==> src/rtl/button_conditioner_pkg.sv <==
// Shared types and constant helpers for the stopwatch button conditioner.
// Optional feature macro: BTN_COND_RELEASE_PULSE_EN (adds release pulses).
package button_conditioner_pkg;

    typedef enum logic [1:0] {
        IDLE         = 2'd0,
        PRESS_WAIT   = 2'd1,
        PRESSED      = 2'd2,
        RELEASE_WAIT = 2'd3
    } btn_state_t;

    // Counter width for a given debounce length; never narrower than one bit.
    function automatic int cnt_width(input int debounce_cycles);
        int w;
        w = $clog2(debounce_cycles);
        return (w < 1) ? 1 : w;
    endfunction

endpackage

==> src/rtl/debounce_channel.sv <==
// One button channel: two-flop synchronizer, debounce FSM and registered pulses.
// BTN_COND_RELEASE_PULSE_EN adds the rel_pulse output and its register.
module debounce_channel
    import button_conditioner_pkg::*;
#(
    parameter int DEBOUNCE_CYCLES = 1_000_000
) (
    input  logic clk,
    input  logic rst_n,
    input  logic btn,
    output logic press,
`ifdef BTN_COND_RELEASE_PULSE_EN
    output logic rel_pulse,
`endif
    output logic level
);

    localparam int CNT_W = cnt_width(DEBOUNCE_CYCLES);
    localparam logic [CNT_W-1:0] CNT_LAST = CNT_W'(DEBOUNCE_CYCLES - 1);
    localparam logic [CNT_W-1:0] CNT_ONE  = CNT_W'(1);

    logic [1:0]       sync_q, sync_d;
    logic             s;
    btn_state_t       state_q, state_d;
    logic [CNT_W-1:0] cnt_q, cnt_d;
    logic             press_q, press_d;
    logic             level_q, level_d;
`ifdef BTN_COND_RELEASE_PULSE_EN
    logic             rel_q, rel_d;
`endif

    assign s = sync_q[1];

    always_comb begin
        sync_d  = {sync_q[0], btn};
        state_d = state_q;
        cnt_d   = cnt_q;
        press_d = 1'b0;
`ifdef BTN_COND_RELEASE_PULSE_EN
        rel_d   = 1'b0;
`endif
        unique case (state_q)
            IDLE: begin
                if (s) begin
                    state_d = PRESS_WAIT;
                    cnt_d   = CNT_ONE;
                end
            end
            PRESS_WAIT: begin
                if (!s) begin
                    state_d = IDLE;
                    cnt_d   = '0;
                end else if (cnt_q == CNT_LAST) begin
                    state_d = PRESSED;
                    cnt_d   = '0;
                    press_d = 1'b1;
                end else begin
                    cnt_d = cnt_q + CNT_ONE;
                end
            end
            PRESSED: begin
                if (!s) begin
                    state_d = RELEASE_WAIT;
                    cnt_d   = CNT_ONE;
                end
            end
            RELEASE_WAIT: begin
                // A bounce back high returns to PRESSED silently: still the same press.
                if (s) begin
                    state_d = PRESSED;
                    cnt_d   = '0;
                end else if (cnt_q == CNT_LAST) begin
                    state_d = IDLE;
                    cnt_d   = '0;
`ifdef BTN_COND_RELEASE_PULSE_EN
                    rel_d   = 1'b1;
`endif
                end else begin
                    cnt_d = cnt_q + CNT_ONE;
                end
            end
            default: begin
                state_d = IDLE;
                cnt_d   = '0;
            end
        endcase
        level_d = (state_d == PRESSED) || (state_d == RELEASE_WAIT);
    end

    always_ff @(posedge clk) begin
        if (!rst_n) begin
            sync_q  <= '0;
            state_q <= IDLE;
            cnt_q   <= '0;
            press_q <= 1'b0;
            level_q <= 1'b0;
`ifdef BTN_COND_RELEASE_PULSE_EN
            rel_q   <= 1'b0;
`endif
        end else begin
            sync_q  <= sync_d;
            state_q <= state_d;
            cnt_q   <= cnt_d;
            press_q <= press_d;
            level_q <= level_d;
`ifdef BTN_COND_RELEASE_PULSE_EN
            rel_q   <= rel_d;
`endif
        end
    end

    assign press = press_q;
    assign level = level_q;
`ifdef BTN_COND_RELEASE_PULSE_EN
    assign rel_pulse = rel_q;
`endif

endmodule

==> src/rtl/button_conditioner.sv <==
// Button conditioner top: N_BTN independent debounce channels, wiring only.
// BTN_COND_RELEASE_PULSE_EN adds the releaseOut port.
module button_conditioner
    import button_conditioner_pkg::*;
#(
    parameter int N_BTN           = 3,
    parameter int DEBOUNCE_CYCLES = 1_000_000
) (
    input  logic             clkIn,
    input  logic             rstIn,
    input  logic [N_BTN-1:0] btnIn,
    output logic [N_BTN-1:0] pressOut,
`ifdef BTN_COND_RELEASE_PULSE_EN
    output logic [N_BTN-1:0] releaseOut,
`endif
    output logic [N_BTN-1:0] levelOut
);

    for (genvar i = 0; i < N_BTN; i++) begin : g_ch
        debounce_channel #(
            .DEBOUNCE_CYCLES(DEBOUNCE_CYCLES)
        ) u_ch (
            .clk       (clkIn),
            .rst_n     (rstIn),
            .btn       (btnIn[i]),
            .press     (pressOut[i]),
`ifdef BTN_COND_RELEASE_PULSE_EN
            .rel_pulse (releaseOut[i]),
`endif
            .level     (levelOut[i])
        );
    end

endmodule

==> config.mk <==
export PLATFORM = sky130hd
export DESIGN_NAME = button_conditioner
export DESIGN_NICKNAME = d
export VERILOG_FILES = /design/src/rtl/button_conditioner_pkg.sv /design/src/rtl/debounce_channel.sv /design/src/rtl/button_conditioner.sv
export SDC_FILE = /design/constraint.sdc
export NUM_CORES = 1
export LEC_CHECK = 0
export BUFFER_PORTS_ARGS = -buffer_cell sky130_fd_sc_hd__buf_2
export CAP_MARGIN = 0
export CORE_UTILIZATION = 45
export CTS_CLUSTER_SIZE = 28
export DETAILED_ROUTE_END_ITERATION = 10
export PLACE_DENSITY_LB_ADDON = 0.3
export SETUP_SLACK_MARGIN = 0.5
export SYNTH_ARGS = -nofsm -noshare
export SYNTH_HDL_FRONTEND = slang
export SYNTH_SLANG_ARGS = --single-unit
==> constraint.sdc <==
create_clock -name clkIn -period 3.3 [get_ports clkIn]
set_clock_uncertainty 0.15 [all_clocks]
set_input_delay 0.165 -clock clkIn [delete_from_list [all_inputs] [get_ports clkIn]]
set_output_delay 0.165 -clock clkIn [all_outputs]
set_load 0.03 [all_outputs]
==> run_results.csv <==
group,metric,value,unit
final_layout,areaGrowthSynthToFinish,8.84,%
drt,via_count,3163,
worst_setup_path,worstSetupPathType,"flop to flop",
yosys,synth_fp_nets,448,
global_routing,grt_pass1_vias,2923,
yosys,netlist-cell-type-count,48,
yosys,ys_seq_elements,78,
global_routing,antenna_found_initial,0,
floorplan,ios,11,
yosys,netlist_area,0.00378,mm²
worst_setup_path,crit_required,3.40,ns
timing,finalSetupTns,0,ns
drt,drt-initial-drc-count,153,
floorplan,core.rowCount,33,
clock_tree,cts.path.max_buffers,2,
final_layout,fill_cells,787,
floorplan,core_area,0.00818,mm²
drt,ant_nets,0,
yosys,ys_async_sr_fraction,0,%
clock_tree,clk_pin_slew,0.09,ns
worst_hold_path,hold_depth,3,
worst_setup_path,cp_max_fo,29,
flow_run,drv_cap,0,
timing,max-slew-margin-rel,24.7,%
floorplan,fp.dieW,93.6,µm
worst_setup_path,critPathArrivalTime,2.55,ns
timing,final-setup-viol-count,0,
floorplan,dieHeight,93.6,µm
yosys,synth_commonest_cells,"dfxtp_1 (78), nor2_1 (46), nand2_1 (41)",
worst_setup_path,endpoint_kind,"flop",
power,p_leak,1.46,nW
final_layout,antenna_cells,0,
global_routing,grt_pass1_wl,13.3,mm
clock_tree,clkSinkCount,78,
worst_setup_path,r2r_cells,5,
clock_tree,cts_resized,0,
yosys,yosys.area.top_type_share,41.3,%
yosys,ys.flop_type,"dfxtp_1",
floorplan,die-area,0.00876,mm²
worst_hold_path,hp-class,"input port to flop",
clock_tree,cts-root-buf,"clkbuf_8",
clock_tree,cts_made_buffers,9,
final_layout,drive_above_1_share,8.83,%
power,ir_drop,301,µV
global_routing,gr-total-overflow,0,
timing,min_period,2.44,ns
yosys,synth_area_per_cell,8.58,µm²
drt,avgViaCountPerCell,5.67,
yosys,ys_seq_area_share,41.3,%
yosys,synth_edf_count,0,
timing,slew_violations,0,
drt,drc_errors,0,
timing,hold_viol_final,0,
drt,wire_per_inst,14.1,µm
global_routing,grt_max_degree,30,
placement,port_buffers,10,
status,outcome,"finished, final reports clean",
clock_tree,clkLatencyLatePin,0.36,ns
global_routing,grt_use_total,19.2,%
placement,dp_hpwl,5.41,mm
drt,drt_wl_total,7.86,mm
timing,tightest_slew,1.13,ns
worst_setup_path,crit_path_start_kind,"flop",
timing,min_period_over_period,74.0,%
clock_tree,cts_tree,"built",
yosys,synthTopCellsByArea,"dfxtp_1 (41%), nand3_1 (5.2%), nor2_1 (4.6%)",
timing,clock.fmax,409,MHz
final_layout,fin_area,0.00411,mm²
timing,rsz0062_at_grt,"false",
power,power.density,440,mW/mm²
drt,drt-pass1-iter-count,4,
placement,dpl-instance-area,0.00386,mm²
clock_tree,htreeDepth,3,
final_layout,nets,456,
placement,gp_congestion,0.832,
yosys,yosysWarnings,0,
floorplan,initial_core_util,46.2,%
yosys,syn_inst,440,
yosys,yosysTopAreaCell,"dfxtp_1",
yosys,yosysMostFrequentCell,"dfxtp_1",
clock_tree,cts_setup_buffers,0,
-- cells in the final DEF (no fill, tap or decap), types with 2 or more instances in the layout --
master,synthesis,layout
a211oi_1,3,2
buf_4,8,5
xor2_1,16,16
nor4_4,2,2
a22o_1,8,8
xnor2_1,10,10
nand2_1,41,41
or3_1,4,4
nand4b_1,3,3
clkinvlp_4,0,2
nor4_2,2,2
and4_1,3,3
nand4_1,13,13
nor3_1,9,9
nand3b_1,3,3
nor2_1,46,46
ha_1,3,3
clkbuf_8,0,9
o21ai_0,11,11
nand2b_1,6,6
or4b_4,2,2
inv_6,0,2
nand3_1,39,39
inv_1,6,6
bufinv_16,0,2
buf_2,4,10
a22oi_1,3,3
mux2i_1,8,8
dlygate4sd3_1,0,3
nor4b_1,3,3
a21oi_1,34,33
and2_1,8,8
dfxtp_1,78,78
a31oi_1,18,18
nor4_1,5,5
and3_1,15,15
o211ai_1,3,3
-- metal layers --
metal  track usage, %  routed length [µm]  vias to the layer above
li1                 -                   -                     1625
met1             24.6                3840                     1475
met2             31.6                3620                       53
met3             4.23                 273                       10
met4             7.18                 132                        0
met5                0                   0                        -
-- state kept, by name (all words and copies together), names as in the netlist --
signal	flops
g_ch.u_ch.cnt_q	60
g_ch.u_ch.level	3
g_ch.u_ch.press	3
g_ch.u_ch.state_q	6
g_ch.u_ch.sync_q	6
-- critical path, cell delays in order (launching register included) --
cell and delay, ns:
dfxtp_1 0.40, nand3_1 0.13, nor4_1 0.63, a21oi_2 0.46, and3_1 0.31, a221o_1 0.25
-- per-stage QoR --
step / power [mW] / hold slack [ns] / worst slack [ns] / cells / util (%)
4_1_cts: 1.83 / 0.0177 / 0.872 / 558 / 50.3
6_report: 1.81 / 0.0363 / 0.857 / 558 / 50.3
3_5_place_dp: 1.02 / 0.226 / 0.879 / 539 / 47.2
3_3_place_gp: 1.02 / 0.223 / 0.978 / 539 / 47.2
2_1_floorplan: 1.01 / 0.142 / 1.28 / 440 / -
5_1_grt: 1.88 / 0.0429 / 0.641 / 558 / 50.3
-- final cells by class --
cell class	instances	area [µm²]	area share [%]
clock buffers	10	128	3.10
clock inverters	6	92.6	2.25
inverters	7	26.3	0.639
multi-input cells	334	2050	50.0
flip-flops and latches	78	1560	38.0
well taps	105	131	3.20
repair buffers	18	118	2.86
-- path summary, 6_finish.rpt --
| check | slack, ns | endpoint | from |
|---|---|---|---|
| min | 0.04 | g_ch[2].u_ch.press | rstIn |
| max reg2reg | 0.86 | g_ch[2].u_ch.cnt_q[17] | g_ch[2].u_ch.cnt_q[16] |
| max | 0.86 | g_ch[2].u_ch.cnt_q[17] | g_ch[2].u_ch.cnt_q[16] |
| min reg2reg | 0.29 | g_ch[0].u_ch.sync_q[1] | g_ch[0].u_ch.sync_q[0] |
-- logic make-up after synthesis --
logic type | count (synthesis) | share of synthesized area, %
and+or+nand+nor | 208 | 29.7
AOI/OAI and AO/OA | 89 | 15.3
DFF | 78 | 41.3
buffers and inverters | 28 | 4.50
xor gates and xnor gates | 26 | 6.03
muxes | 8 | 2.12
adders and majority gates | 3 | 0.994
-- where the power goes --
| part | total, mW | leakage, nW | switching (mW) | internal, mW |
|---|---|---|---|---|
| logic | 0.0518 | 0.726 | 0.0343 | 0.0175 |
| clock network | 0.804 | 0.104 | 0.373 | 0.432 |
| registers | 0.953 | 0.630 | 0.00589 | 0.947 |
-- timing repair --
item / CTS / global route
setup endpoints to repair: 0 / 0
endpoints found under the hold margin: 3 / 0
hold buffers: 3 / 0
Power figures use the tool's default switching activity.
